**config.mk**
```make
export PLATFORM = sky130hd
export DESIGN_NAME = ethlite_tx_sequencer
export DESIGN_NICKNAME = d
export VERILOG_FILES = /design/src/rtl/ethlite_tx_sequencer.sv
export SDC_FILE = /design/constraint.sdc
export NUM_CORES = 1
export LEC_CHECK = 0
export ABC_AREA = 1
export CORE_MARGIN = 5
export CORE_UTILIZATION = 30
export CTS_BUF_LIST = sky130_fd_sc_hd__clkbuf_2
export DETAILED_ROUTE_END_ITERATION = 10
export SLEW_MARGIN = 20
export SYNTH_ARGS = -nofsm -noshare
export SYNTH_HDL_FRONTEND = slang
export SYNTH_SLANG_ARGS = --single-unit
```
**constraint.sdc**
```tcl
create_clock -name clk -period 2.6 [get_ports clk]
set_input_delay 0.52 -clock clk [delete_from_list [all_inputs] [get_ports clk]]
set_output_delay 0.52 -clock clk [all_outputs]
set_load 0.01 [all_outputs]
```
**src/rtl/ethlite_tx_sequencer.sv**
```systemverilog
// ethlite_tx_sequencer
//   Drives one frame into the AXI EthernetLite core as its only AXI4-Lite
//   master: frame words go to the TX ping buffer, the length lands in 0x07F4,
//   the start bit is set in 0x07FC, and 0x07FC is polled until bit 0 clears.
//
// Ports
//   clk, rst              system/AXI clock, synchronous active-high reset
//   start, len_bytes      one-cycle request and frame length (no FCS)
//   word_valid/word_data  frame word source, byte 0 in [7:0]
//   word_ready            word consumed this cycle
//   busy, done, error     status; done/error are one-cycle pulses
//   m_axi_*               AXI4-Lite master towards the EthernetLite slave port
//
// state   | meaning
// --------+-----------------------------------------------------------
// IDLE    | waiting for start; a bad length pulses error here
// LOAD    | copying frame words, one write outstanding at a time
// LEN     | length-register write outstanding
// GO      | control-register (TX start) write outstanding
// POLL_AR | control-register read address pending
// POLL_R  | waiting for the read data of the poll
// DONE    | one-cycle done pulse
module ethlite_tx_sequencer #(
  parameter int P_AXI_ADDR_WIDTH = 13,
  parameter int P_AXI_DATA_WIDTH = 32,
  parameter int P_POLL_LIMIT     = 4096
) (
  input  logic                        clk,
  input  logic                        rst,
  input  logic                        start,
  input  logic [10:0]                 len_bytes,
  input  logic                        word_valid,
  input  logic [31:0]                 word_data,
  output logic                        word_ready,
  output logic                        busy,
  output logic                        done,
  output logic                        error,
  output logic [P_AXI_ADDR_WIDTH-1:0] m_axi_awaddr,
  output logic                        m_axi_awvalid,
  input  logic                        m_axi_awready,
  output logic [P_AXI_DATA_WIDTH-1:0] m_axi_wdata,
  output logic [3:0]                  m_axi_wstrb,
  output logic                        m_axi_wvalid,
  input  logic                        m_axi_wready,
  input  logic [1:0]                  m_axi_bresp,
  input  logic                        m_axi_bvalid,
  output logic                        m_axi_bready,
  output logic [P_AXI_ADDR_WIDTH-1:0] m_axi_araddr,
  output logic                        m_axi_arvalid,
  input  logic                        m_axi_arready,
  input  logic [P_AXI_DATA_WIDTH-1:0] m_axi_rdata,
  input  logic [1:0]                  m_axi_rresp,
  input  logic                        m_axi_rvalid,
  output logic                        m_axi_rready
);

  localparam int CNT_W = $clog2(P_POLL_LIMIT + 1);
  localparam logic [P_AXI_ADDR_WIDTH-1:0] LEN_ADDR  = P_AXI_ADDR_WIDTH'(12'h7F4);
  localparam logic [P_AXI_ADDR_WIDTH-1:0] CTRL_ADDR = P_AXI_ADDR_WIDTH'(12'h7FC);
  localparam logic [CNT_W-1:0] POLL_MAX = CNT_W'(P_POLL_LIMIT);

  typedef enum logic [2:0] {
    IDLE, LOAD, LEN, GO, POLL_AR, POLL_R, DONE
  } state_t;

  state_t           state_q, state_d;
  logic [10:0]      len_q;
  logic [8:0]       nwords_q, idx_q;
  logic [CNT_W-1:0] poll_cnt_q;
  logic             wr_out_q, err_q;

  logic start_ok, word_accept, issue_len, issue_go, issue_rd, idx_inc, fail;
  logic b_hs, r_hs;

  // Only bit 0 of the control register matters to the sequencer.
  logic unused_rdata;
  assign unused_rdata = ^m_axi_rdata[P_AXI_DATA_WIDTH-1:1];

  assign b_hs = m_axi_bvalid && wr_out_q;
  assign r_hs = m_axi_rvalid && (state_q == POLL_R);

  always_ff @(posedge clk) begin
    if (rst) state_q <= IDLE;
    else     state_q <= state_d;
  end

  always_comb begin
    state_d     = state_q;
    start_ok    = 1'b0;
    word_accept = 1'b0;
    issue_len   = 1'b0;
    issue_go    = 1'b0;
    issue_rd    = 1'b0;
    idx_inc     = 1'b0;
    fail        = 1'b0;
    unique case (state_q)
      IDLE: begin
        if (start) begin
          if (len_bytes >= 11'd1 && len_bytes <= 11'd1514) begin
            start_ok = 1'b1;
            state_d  = LOAD;
          end else begin
            fail = 1'b1;
          end
        end
      end
      LOAD: begin
        // Next word is only taken once the previous write has its B response.
        if (!wr_out_q && word_valid) word_accept = 1'b1;
        if (b_hs) begin
          if (m_axi_bresp != 2'b00) begin
            fail    = 1'b1;
            state_d = IDLE;
          end else if (idx_q == nwords_q - 9'd1) begin
            issue_len = 1'b1;
            state_d   = LEN;
          end else begin
            idx_inc = 1'b1;
          end
        end
      end
      LEN: begin
        if (b_hs) begin
          if (m_axi_bresp != 2'b00) begin
            fail    = 1'b1;
            state_d = IDLE;
          end else begin
            issue_go = 1'b1;
            state_d  = GO;
          end
        end
      end
      GO: begin
        if (b_hs) begin
          if (m_axi_bresp != 2'b00) begin
            fail    = 1'b1;
            state_d = IDLE;
          end else begin
            issue_rd = 1'b1;
            state_d  = POLL_AR;
          end
        end
      end
      POLL_AR: begin
        if (m_axi_arvalid && m_axi_arready) state_d = POLL_R;
      end
      POLL_R: begin
        if (r_hs) begin
          if (m_axi_rresp != 2'b00) begin
            fail    = 1'b1;
            state_d = IDLE;
          end else if (!m_axi_rdata[0]) begin
            state_d = DONE;
          end else if (poll_cnt_q < POLL_MAX) begin
            issue_rd = 1'b1;
            state_d  = POLL_AR;
          end else begin
            fail    = 1'b1;
            state_d = IDLE;
          end
        end
      end
      DONE:    state_d = IDLE;
      default: state_d = IDLE;
    endcase
  end

  always_ff @(posedge clk) begin
    if (rst) begin
      len_q         <= '0;
      nwords_q      <= '0;
      idx_q         <= '0;
      poll_cnt_q    <= '0;
      wr_out_q      <= 1'b0;
      err_q         <= 1'b0;
      m_axi_awaddr  <= '0;
      m_axi_wdata   <= '0;
      m_axi_araddr  <= '0;
      m_axi_awvalid <= 1'b0;
      m_axi_wvalid  <= 1'b0;
      m_axi_arvalid <= 1'b0;
    end else begin
      err_q <= fail;
      if (start_ok) begin
        len_q      <= len_bytes;
        nwords_q   <= 9'((len_bytes + 11'd3) >> 2);
        idx_q      <= '0;
        poll_cnt_q <= '0;
      end
      if (idx_inc) idx_q <= idx_q + 9'd1;

      // AW and W retire independently; the write stays outstanding until B.
      if (m_axi_awvalid && m_axi_awready) m_axi_awvalid <= 1'b0;
      if (m_axi_wvalid && m_axi_wready)   m_axi_wvalid  <= 1'b0;
      if (b_hs) wr_out_q <= 1'b0;

      if (word_accept) begin
        m_axi_awaddr <= P_AXI_ADDR_WIDTH'({idx_q, 2'b00});
        m_axi_wdata  <= P_AXI_DATA_WIDTH'(word_data);
      end else if (issue_len) begin
        m_axi_awaddr <= LEN_ADDR;
        m_axi_wdata  <= P_AXI_DATA_WIDTH'(len_q);
      end else if (issue_go) begin
        m_axi_awaddr <= CTRL_ADDR;
        m_axi_wdata  <= P_AXI_DATA_WIDTH'(1);
      end
      if (word_accept || issue_len || issue_go) begin
        m_axi_awvalid <= 1'b1;
        m_axi_wvalid  <= 1'b1;
        wr_out_q      <= 1'b1;
      end

      if (m_axi_arvalid && m_axi_arready) m_axi_arvalid <= 1'b0;
      if (issue_rd) begin
        m_axi_araddr  <= CTRL_ADDR;
        m_axi_arvalid <= 1'b1;
        if (poll_cnt_q < POLL_MAX) poll_cnt_q <= poll_cnt_q + 1'b1;
      end
    end
  end

  assign word_ready   = word_accept;
  assign m_axi_wstrb  = 4'hF;
  assign m_axi_bready = wr_out_q;
  assign m_axi_rready = (state_q == POLL_R);
  assign busy         = (state_q != IDLE) && (state_q != DONE);
  assign done         = (state_q == DONE);
  assign error        = err_q;

endmodule

```
==> flow_metrics.env <==
export IMPL_cts_sinks=92
export IMPL_synth_top_family_by_area="simple AND/OR/NAND/NOR gates"
export IMPL_finalSetupViolCount=0
export IMPL_status="finished, final reports clean"
export IMPL_grt_pass1_vias=4193
export IMPL_crit_fanout=3
export IMPL_cpPeakStageDelay_ns=0.58
export IMPL_synth_compound_area_share=0.155
export IMPL_drc=0
export IMPL_synth_edf_count=0
export IMPL_leakagePower_nw=2.52
export IMPL_min_delay_worst_endpoint="m_axi_wdata[4]$_SDFFE_PP0P_"
export IMPL_yosysTopAreaCellShare=0.379
export IMPL_async_flop_share=0
export IMPL_synth_most_common_cell="nand2_1"
export IMPL_gr_total_overflow=0
export IMPL_yosys_area_share_xor_xnor=0.0271
export IMPL_yosys_warnings=0
export IMPL_grt_start_max_net_pins=54
export IMPL_postCtsHoldBufs=0
export IMPL_finalHoldViolations=0
export IMPL_synth_fa_ha_area_frac=0.00773
export IMPL_clock_skew_ns=0.0172
export IMPL_synth_top_cell_by_area="dfxtp_1"
export IMPL_crit_path_start_kind="flip-flop"
export IMPL_dieWidth_um=137
export IMPL_avgSynthCellArea_um2=6.93
export IMPL_reg2reg_slack_ns=0.34
export IMPL_htreeDepth=3
export IMPL_yosys_area_share_simple=0.302
export IMPL_holdCritStartpoint="rst"
export IMPL_p_per_area_nw_per_um2=635
export IMPL_syn2layout_area_growth_pct=28.6
export IMPL_slew_violations=0
export IMPL_route_vias_total=4711
export IMPL_numPortBuffers=115
export IMPL_dr_pass1_iters=6
export IMPL_cts_root_buf="clkbuf_2"
export IMPL_ant_nets=0
export IMPL_tns_ns=0
export IMPL_slew_headroom=0.613
export IMPL_reg2reg_from="nwords_q[0]$_SDFFE_PP0P_"
export IMPL_r2r_end="m_axi_wdata[9]$_SDFFE_PP0P_"
export IMPL_cp_slowest_cell="clkdlybuf4s50_1"
export IMPL_rows=46
export IMPL_timing_final_crit_share=0.943
export IMPL_drive_gt1_frac=0.0872
export IMPL_wl_mm=13.6
export IMPL_required_ns=2.08
export IMPL_track_usage=0.142
export IMPL_numCtsBuffers=9
export IMPL_r2r_cells=14
export IMPL_clock_latency_ns=0.59
export IMPL_antenna_found_initial=1
export IMPL_ios=159
export IMPL_rsz0062_at_grt="false"
export IMPL_cap_violations=0
export IMPL_crit_chain="buf_4, nor3_2, clkdlybuf4s50_1"
export IMPL_hold_path_class="in -> reg"
export IMPL_place_congestion=0.835
export IMPL_coreArea_um2=15900
export IMPL_layout_min_cycle_time_ns=2.45
export IMPL_cp_end_kind="primary output"
export IMPL_p_total_mw=3.96
export IMPL_holdPathStages=5
export IMPL_grt_pass1_wl_mm=21.3
export IMPL_die_area_um2=18800
export IMPL_synth_seq_area_share=0.379
export IMPL_drt_initial_drc_count=355
export IMPL_syn_area_um2=4850
export IMPL_path_class="reg -> out"
export IMPL_cts_tree="yes"
export IMPL_yosys_top_cells_count="150 x nand2_1, 92 x dfxtp_1, 72 x nor2_1"
export IMPL_synthMuxAreaShare=0
export IMPL_die_height_um=137
export IMPL_cts_buffer_depth=2
export IMPL_fin_util=0.393
export IMPL_synthCells=701
export IMPL_via_per_inst=4.62
export IMPL_clkTransAtPathRegs_ns=0.27
export IMPL_num_nets_final=889
export IMPL_synth_seq_cells=92
export IMPL_synthFlopType="dfxtp_1"
export IMPL_worstPathArrival_ns=1.93
export IMPL_ys_types=36
export IMPL_wire_per_inst_um=13.4
export IMPL_synthTopCellsByArea="dfxtp_1 38%, nand2_1 12%, a21oi_1 7.3%"
export IMPL_fmax_mhz=408
export IMPL_worst_pin_slew_ns=0.580
export IMPL_peakVddDrop_mv=0.195
export IMPL_start_util=0.306
export IMPL_dp_hpwl_mm=9.89
registers in the layout (all words and copies together) (netlist names), 3 cells and up:
name,flops
poll_cnt_q,13
state_q,3
m_axi_awaddr,9
idx_q,9
len_q,11
nwords_q,9
m_axi_wdata,32
routing by layer:
layer | GRT usage | up-vias | wire (um)
met2 | 0.220 | 120 | 6120
met1 | 0.196 | 2116 | 6560
li1 | - | 2461 | -
met5 | 0 | - | 0
met4 | 0.0460 | 0 | 178
met3 | 0.0310 | 14 | 777
cells by family (layout without fill, tap and decap cells):
| group | after synthesis | after routing |
|---|---|---|
| AO/OA/AOI/OAI | 134 | 134 |
| AND/OR/NAND/NOR | 322 | 322 |
| other | 2 | 13 |
| XOR/XNOR | 15 | 15 |
| adder cells (fa/ha/maj) | 3 | 3 |
| buffers and inverters | 133 | 225 |
| flip-flops | 92 | 92 |
power breakdown:
group	switching (mW)	leakage (nW)	total, mW	internal, mW
Sequential	0.129	0.750	1.75	1.62
Clock	0.527	0.0555	0.658	0.131
Combinational	0.875	1.72	1.55	0.678
Total	1.53	2.52	3.96	2.43
critical path, delay by kind of cell, from the launching register on:
kind / cells / cell delay, ns
buffers and inverters: 2 / 0.72
DFF: 1 / 0.42
and+or+nand+nor: 1 / 0.21
cell type report:
| cell class | instances | area, um2 |
|---|---|---|
| Timing Repair Buffer | 131 | 1280 |
| Fill cell | 1704 | 9640 |
| Clock buffer | 9 | 45.0 |
| Inverter | 78 | 293 |
| Multi-Input combinational cell | 486 | 2450 |
| Tap cell | 216 | 270 |
| Sequential cell | 92 | 1850 |
| Clock inverter | 7 | 51.3 |
| Antenna cell | 1 | 2.50 |
what timing repair did:
item | CTS | global route
setup endpoints to repair | 3 | 3
buffers inserted | 1 | 0
resized for setup | 6 | 5
placed cells by master, fill, tap and decap left out, types with 8 or more instances in the layout:
cell type        synthesis  layout
a21oi_1                 71      71
buf_4                   23      15
clkbuf_2                 0       9
clkdlybuf4s50_1          0     112
conb_1                   2      12
dfxtp_1                 92      89
inv_1                   69      69
inv_2                    8       8
nand2_1                150     150
nand3_1                 33      33
nand4_1                 34      34
nor2_1                  72      70
nor3_1                   9       8
o21ai_0                 36      36
o21ai_2                  8       8
o21bai_1                 8       8
xor2_1                  12      12
how the worst max path moves through the flow:
stage / startpoint / slack (ns) / to / cells past startpoint
2_1_floorplan: nwords_q[0]$_SDFFE_PP0P_ / 0.76 / m_axi_wdata[3]$_SDFFE_PP0P_ / 14
3_3_place_gp: m_axi_bresp[1] / 0.14 / m_axi_awaddr[3]$_SDFFE_PP0P_ / 10
3_5_place_dp: m_axi_bresp[1] / 0.15 / m_axi_wdata[9]$_SDFFE_PP0P_ / 11
4_1_cts: state_q[1]$_SDFFE_PP0P_ / 0.01 / busy / 5
5_1_grt: state_q[0]$_SDFFE_PP0P_ / 0.002 / m_axi_rready / 5
6_report: state_q[0]$_SDFFE_PP0P_ / 0.15 / done / 3
metrics by stage:
step / hold slack, ns / cells / instance area [um2] / worst slack, ns
after floorplan: 0.445 / 711 / 4890 / 0.762
after global placement: 0.449 / 1002 / 6110 / 0.138
after detailed placement: 0.454 / 1002 / 6110 / 0.152
after CTS: 0.390 / 1019 / 6230 / 0.0144
after global routing: 0.378 / 1020 / 6240 / 0.00187
final: 0.451 / 1020 / 6240 / 0.149
Note: power is estimated with default switching activity, not from simulation.
